**config.mk**
```make
export PLATFORM = sky130hd
export DESIGN_NAME = fifo_stream_reader_flat
export DESIGN_NICKNAME = d
export VERILOG_FILES = /design/src/rtl/fifo_stream_reader_pkg.sv /design/src/rtl/fifo_stream_reader_if.sv /design/src/rtl/fifo_stream_reader_stream_buf3.sv /design/src/rtl/fifo_stream_reader.sv /design/src/flat_wrapper.sv
export SDC_FILE = /design/constraint.sdc
export NUM_CORES = 1
export LEC_CHECK = 0
export ABC_AREA = 1
export CAP_MARGIN = 5
export CORE_MARGIN = 2
export CORE_UTILIZATION = 52
export DETAILED_ROUTE_END_ITERATION = 16
export GPL_TIMING_DRIVEN = 1
export PLACE_DENSITY = 0.82
export SYNTH_ARGS = -nofsm -noshare
export SYNTH_HDL_FRONTEND = slang
export SYNTH_HIERARCHICAL = 1
export SYNTH_SLANG_ARGS = --single-unit
```
**constraint.sdc**
```tcl
create_clock -name rclk -period 1.8 [get_ports rclk]
set_input_delay 0.36 -clock rclk [delete_from_list [all_inputs] [get_ports rclk]]
set_output_delay 0.36 -clock rclk [all_outputs]
set_load 0.005 [all_outputs]
```
**src/rtl/fifo_stream_reader_pkg.sv**
```systemverilog
// Shared constants and helpers for the FIFO stream reader and its 3-entry buffer.
package fifo_reader_pkg;

   localparam int unsigned BUF_DEPTH  = 3;
   localparam int unsigned DATA_WIDTH = 8;
   localparam int unsigned CNT_WIDTH  = 16;

   typedef logic [1:0] ptr_t;

   // Circular pointer advance over BUF_DEPTH slots.
   function automatic ptr_t ptr_inc(input ptr_t p);
      return (p == ptr_t'(BUF_DEPTH - 1)) ? '0 : p + 2'd1;
   endfunction

endpackage

```
**src/rtl/fifo_stream_reader_if.sv**
```systemverilog
// FIFO read port plus output stream handshake, bundled for the reader.
interface fifo_stream_reader_if
   import fifo_reader_pkg::*;
#(
   parameter int unsigned data_width = DATA_WIDTH
);
   logic                  empty;
   logic                  r_en;
   logic [data_width-1:0] fifo_data;
   logic [data_width-1:0] m_data;
   logic                  m_valid;
   logic                  m_ready;

   modport master (
      input  empty, fifo_data, m_ready,
      output r_en, m_data, m_valid
   );

   modport slave (
      output empty, fifo_data, m_ready,
      input  r_en, m_data, m_valid
   );
endinterface

```
**src/rtl/fifo_stream_reader_stream_buf3.sv**
```systemverilog
// 3-entry in-order buffer with registered occupancy and head/tail pointers.
module stream_buf3
   import fifo_reader_pkg::*;
#(
   parameter int unsigned data_width = DATA_WIDTH
) (
   input  logic                  clk,
   input  logic                  rst_n,
   input  logic                  push,
   input  logic                  pop,
   input  logic [data_width-1:0] din,
   output logic [data_width-1:0] dout,
   output logic [1:0]            occ
);

   logic [data_width-1:0] mem [BUF_DEPTH];
   ptr_t                  head;
   ptr_t                  tail;

   always_ff @(posedge clk) begin
      if (!rst_n) begin
         head <= '0;
         tail <= '0;
         occ  <= '0;
      end else begin
         if (push) tail <= ptr_inc(tail);
         if (pop)  head <= ptr_inc(head);
         case ({push, pop})
            2'b10:   occ <= occ + 2'd1;
            2'b01:   occ <= occ - 2'd1;
            default: occ <= occ;
         endcase
      end
   end

   // Storage is not reset; contents are don't-care until pushed.
   always_ff @(posedge clk) begin
      if (push) mem[tail] <= din;
   end

   assign dout = mem[head];

endmodule

```
**src/rtl/fifo_stream_reader.sv**
```systemverilog
// Credit-based FIFO reader: keeps at most 3 words buffered or in flight, streams them out.
module fifo_stream_reader
   import fifo_reader_pkg::*;
#(
   parameter int unsigned data_width = DATA_WIDTH,
   parameter int unsigned cnt_width  = CNT_WIDTH
) (
   input  logic                 rclk,
   input  logic                 rrst_n,
   fifo_stream_reader_if.master bus,
   output logic [cnt_width-1:0] rd_count
);

   logic       infl;
   logic [1:0] occ;
   logic [2:0] credit_used;
   logic       pop;

   // r_en is gated by reset so it stays low while rrst_n is held.
   assign credit_used = {1'b0, occ} + {2'b00, infl};
   assign bus.r_en    = rrst_n && !bus.empty && (credit_used < 3'(BUF_DEPTH));
   assign bus.m_valid = (occ != '0);
   assign pop         = bus.m_valid && bus.m_ready;

   always_ff @(posedge rclk) begin
      if (!rrst_n) begin
         infl     <= 1'b0;
         rd_count <= '0;
      end else begin
         infl <= bus.r_en;
         if (pop) rd_count <= rd_count + cnt_width'(1);
      end
   end

   stream_buf3 #(
      .data_width (data_width)
   ) u_buf (
      .clk   (rclk),
      .rst_n (rrst_n),
      .push  (infl),
      .pop   (pop),
      .din   (bus.fifo_data),
      .dout  (bus.m_data),
      .occ   (occ)
   );

endmodule
```
**src/flat_wrapper.sv**
```systemverilog
// flat-port wrapper written by rule: the top's interface ports become plain ports
module fifo_stream_reader_flat import fifo_reader_pkg::*;
#(
   parameter int unsigned data_width = DATA_WIDTH,
   parameter int unsigned cnt_width  = CNT_WIDTH
)
  (rclk, rrst_n, rd_count, bus_empty, bus_fifo_data, bus_m_ready, bus_r_en, bus_m_data, bus_m_valid);
  fifo_stream_reader_if #(.data_width(data_width)) bus_i ();
  input  logic rclk;
  input  logic rrst_n;
  output logic [cnt_width-1:0] rd_count;
  input wire logic [$bits(bus_i.empty)-1:0] bus_empty;
  input wire logic [$bits(bus_i.fifo_data)-1:0] bus_fifo_data;
  input wire logic [$bits(bus_i.m_ready)-1:0] bus_m_ready;
  output wire logic [$bits(bus_i.r_en)-1:0] bus_r_en;
  output wire logic [$bits(bus_i.m_data)-1:0] bus_m_data;
  output wire logic [$bits(bus_i.m_valid)-1:0] bus_m_valid;
  assign bus_i.empty = bus_empty;
  assign bus_i.fifo_data = bus_fifo_data;
  assign bus_i.m_ready = bus_m_ready;
  assign bus_r_en = bus_i.r_en;
  assign bus_m_data = bus_i.m_data;
  assign bus_m_valid = bus_i.m_valid;
  fifo_stream_reader #(.data_width(data_width), .cnt_width(cnt_width)) u_core (.rclk(rclk), .rrst_n(rrst_n), .bus(bus_i), .rd_count(rd_count));
endmodule
```
==> run summary <==
Die H = 68.5 µm
GP Congestion = 0.785
Worst-path fanout max = 2
Die footprint = 4700 µm²
Kind of critical path = flip-flop to output pin
Synth top area cells = edfxtp_1 (33%), dfxtp_1 (23%), nand2_1 (7.3%)
Worst rel slew slack = 75.5%
Sequential area share after synthesis = 56.4%
# IOs = 38
Mapped Avg Cell Area = 9.30 µm²
Cell accounting for the most synthesized area = edfxtp_1
Commonest non-fill, non-tap cells in the layout = nand2_1 (42), nor2_1 (32), a21oi_1 (29), clkdlybuf4s50_1 (28)
Leakage power = 1.06 nW
Final Hold Viols = 0
Fraction of layout cells with a size suffix above 1 = 16.1%
Mapped Area = 2170 µm²
Number of port buffers = 37
Global-route usage over all layers = 20.4%
Final WL = 4.33 mm
CTS Buf Count = 5
Clk root buf = clkbuf_8
DRC violations left = 0
Drt pass-1 iters = 4
Max_cap viols = 0
#FFs+latches synth = 49
Commonest non-fill, non-tap cell in the layout = nand2_1
Yosys warning total = 6
Min-delay worst type = flip-flop to flip-flop
Initial core utilization = 54.1%
Max stage delay on crit path = 0.35 ns
# setup viols final = 1
Worst-margin pin slew = 0.368 ns
Critical Path, Cell by Cell = ha_4 -> ha_4 -> a2111oi_4 -> buf_2
Async S/R FF share, synth = 0%
DRT antenna net count = 0
DIE WIDTH = 68.5 µm
Num rows = 23
Slowest stage cell, crit path = dfxtp_2
Grt ovf = 0
Core region area = 4000 µm²
CTS tree = yes
Via count = 1,705
Netlist cell types = 30
Number of global-route vias before repair = 1,667
Layout area overhead = 29.7%
Routed WL per cell = 12.9 µm
First-pass GRT wire length = 7.00 mm
Clock sink total = 49
Via density = 5.09
Core occupancy in the finished layout = 70.2%
Hpwl dp = 3.01 mm
Clock latency on the worst-skew pair = 0.30 ns
Clock slew seen by the registers of the worst setup and hold paths = 0.09 ns
Syn_nets = 249
Power Dens Cells = 887 nW/µm²
Placed Instance Area = 2650 µm²
Pins Over Slew Limit = 0
EDFF count, synth = 24
Pre-CTS WS = -0.446 ns
Starting DRT DRC Count = 84
# nets final = 300
Critical Path End Type = output pin
Setup TNS = -0.0240 ns
CP most frequent cell = ha_4
Worst EP arrival = 1.46 ns
Final Cycle Share = 101%
Failing checks = setup timing
Synthesized instance count = 233
Final instance area = 2810 µm²
Crit path launch type = flip-flop
Synth Flop Type = dfxtp_1
RSZ-0062 raised after global routing = yes
# H-tree levels = 2
Worst EP required = 1.44 ns
CP top delay family = adder cells
Maximum vdd drop = 477 µV
Worst Setup Slack, final = -0.0240 ns
Antenna cells = 0
Post-synth top area share = 33.3%
Initial antenna violation count = 0
Status = finished with violations
CTS max path bufs = 2
Minimum clock period = 1.82 ns
Clock Skews = 0.00713 ns
Fmax = 548 MHz
Largest net degree at the start of global routing = 18
CP bufs+invs = 1
cell type report:
| cell class | count | area [µm²] |
|---|---|---|
| repair buffers | 48 | 450 |
| multi-input cells | 151 | 838 |
| well taps | 50 | 62.6 |
| clock inverters | 3 | 46.3 |
| clock buffers | 5 | 68.8 |
| fillers | 325 | 1190 |
| inverters | 29 | 116 |
| flip-flops and latches | 49 | 1230 |
logic make-up (layout without fill, tap and decap cells):
logic type	after synthesis	after routing	synth area share, %
AOI/OAI and AO/OA	42	42	10.3
xor gates and xnor gates	1	1	0.404
adders and majority gates	4	4	2.31
buffers and inverters	33	85	6.93
DFF	49	49	56.4
and+or+nand+nor	104	104	23.6
path summary, 6_finish.rpt:
path / start / endpoint / slack [ns] / cells after the start
setup / recovery: u_core/infl$_SDFF_PN0_ / bus_r_en / -0.02 / 4
hold / removal: u_core/u_buf/tail[1]$_SDFFE_PN0P_ / u_core/u_buf/tail[1]$_SDFFE_PN0P_ / 0.48 / 2
setup reg to reg: u_core/u_buf/occ[0]$_SDFFE_PN0P_ / u_core/u_buf/occ[1]$_SDFFE_PN0P_ / 0.27 / 10
hold reg to reg: u_core/u_buf/tail[1]$_SDFFE_PN0P_ / u_core/u_buf/tail[1]$_SDFFE_PN0P_ / 0.48 / 2
power breakdown:
part / switching (mW) / total (mW) / internal [mW]
registers: 0.0355 / 1.26 / 1.22
logic: 0.227 / 0.459 / 0.232
clock network: 0.362 / 0.778 / 0.416
flip-flops by register name, indices dropped and copies added (netlist names), named ones only:
signal             flops
u_core/infl            1
u_core/rd_count       16
u_core/u_buf/head      2
u_core/u_buf/mem      24
u_core/u_buf/occ       2
u_core/u_buf/tail      2
stage by stage:
stage               hold WS, ns  cells  power (mW)
CTS                       0.485    335        2.51
global placement          0.460    326        1.71
finish                    0.482    335        2.49
detailed placement        0.473    326        1.72
floorplan                 0.449    233        1.50
global route              0.530    335        2.61
worst min-delay path, stage by stage (launching register included):
cell and delay [ns]:
dfxtp_1 0.32, nand2_1 0.06, a21oi_1 0.06
synth_stat cells, types with 2 or more instances:
cell / number
o21ai_0: 3
inv_1: 24
nand2_1: 42
a21oi_1: 29
ha_1: 4
nor2_2: 2
dfxtp_1: 25
o21ai_1: 5
buf_6: 2
inv_2: 3
nand4_1: 5
nor2_1: 32
a2111oi_0: 2
nor2_4: 6
nand2_2: 3
nand3_1: 9
edfxtp_1: 24
layer usage:
| metal | share of wire (%) | global-route usage, % |
|---|---|---|
| met4 | 1.1 | 7.25 |
| met2 | 51 | 37.7 |
| met1 | 44 | 23.5 |
| met5 | 0 | 0 |
| met3 | 4.6 | 3.41 |
what timing repair did:
item	in CTS	in global routing
endpoints found under the setup margin	10	2
resized for setup	21	1
hold buffers	0	0
pin swaps	2	0
setup buffers	1	0
No activity file was read; power rests on OpenSTA's default activity.
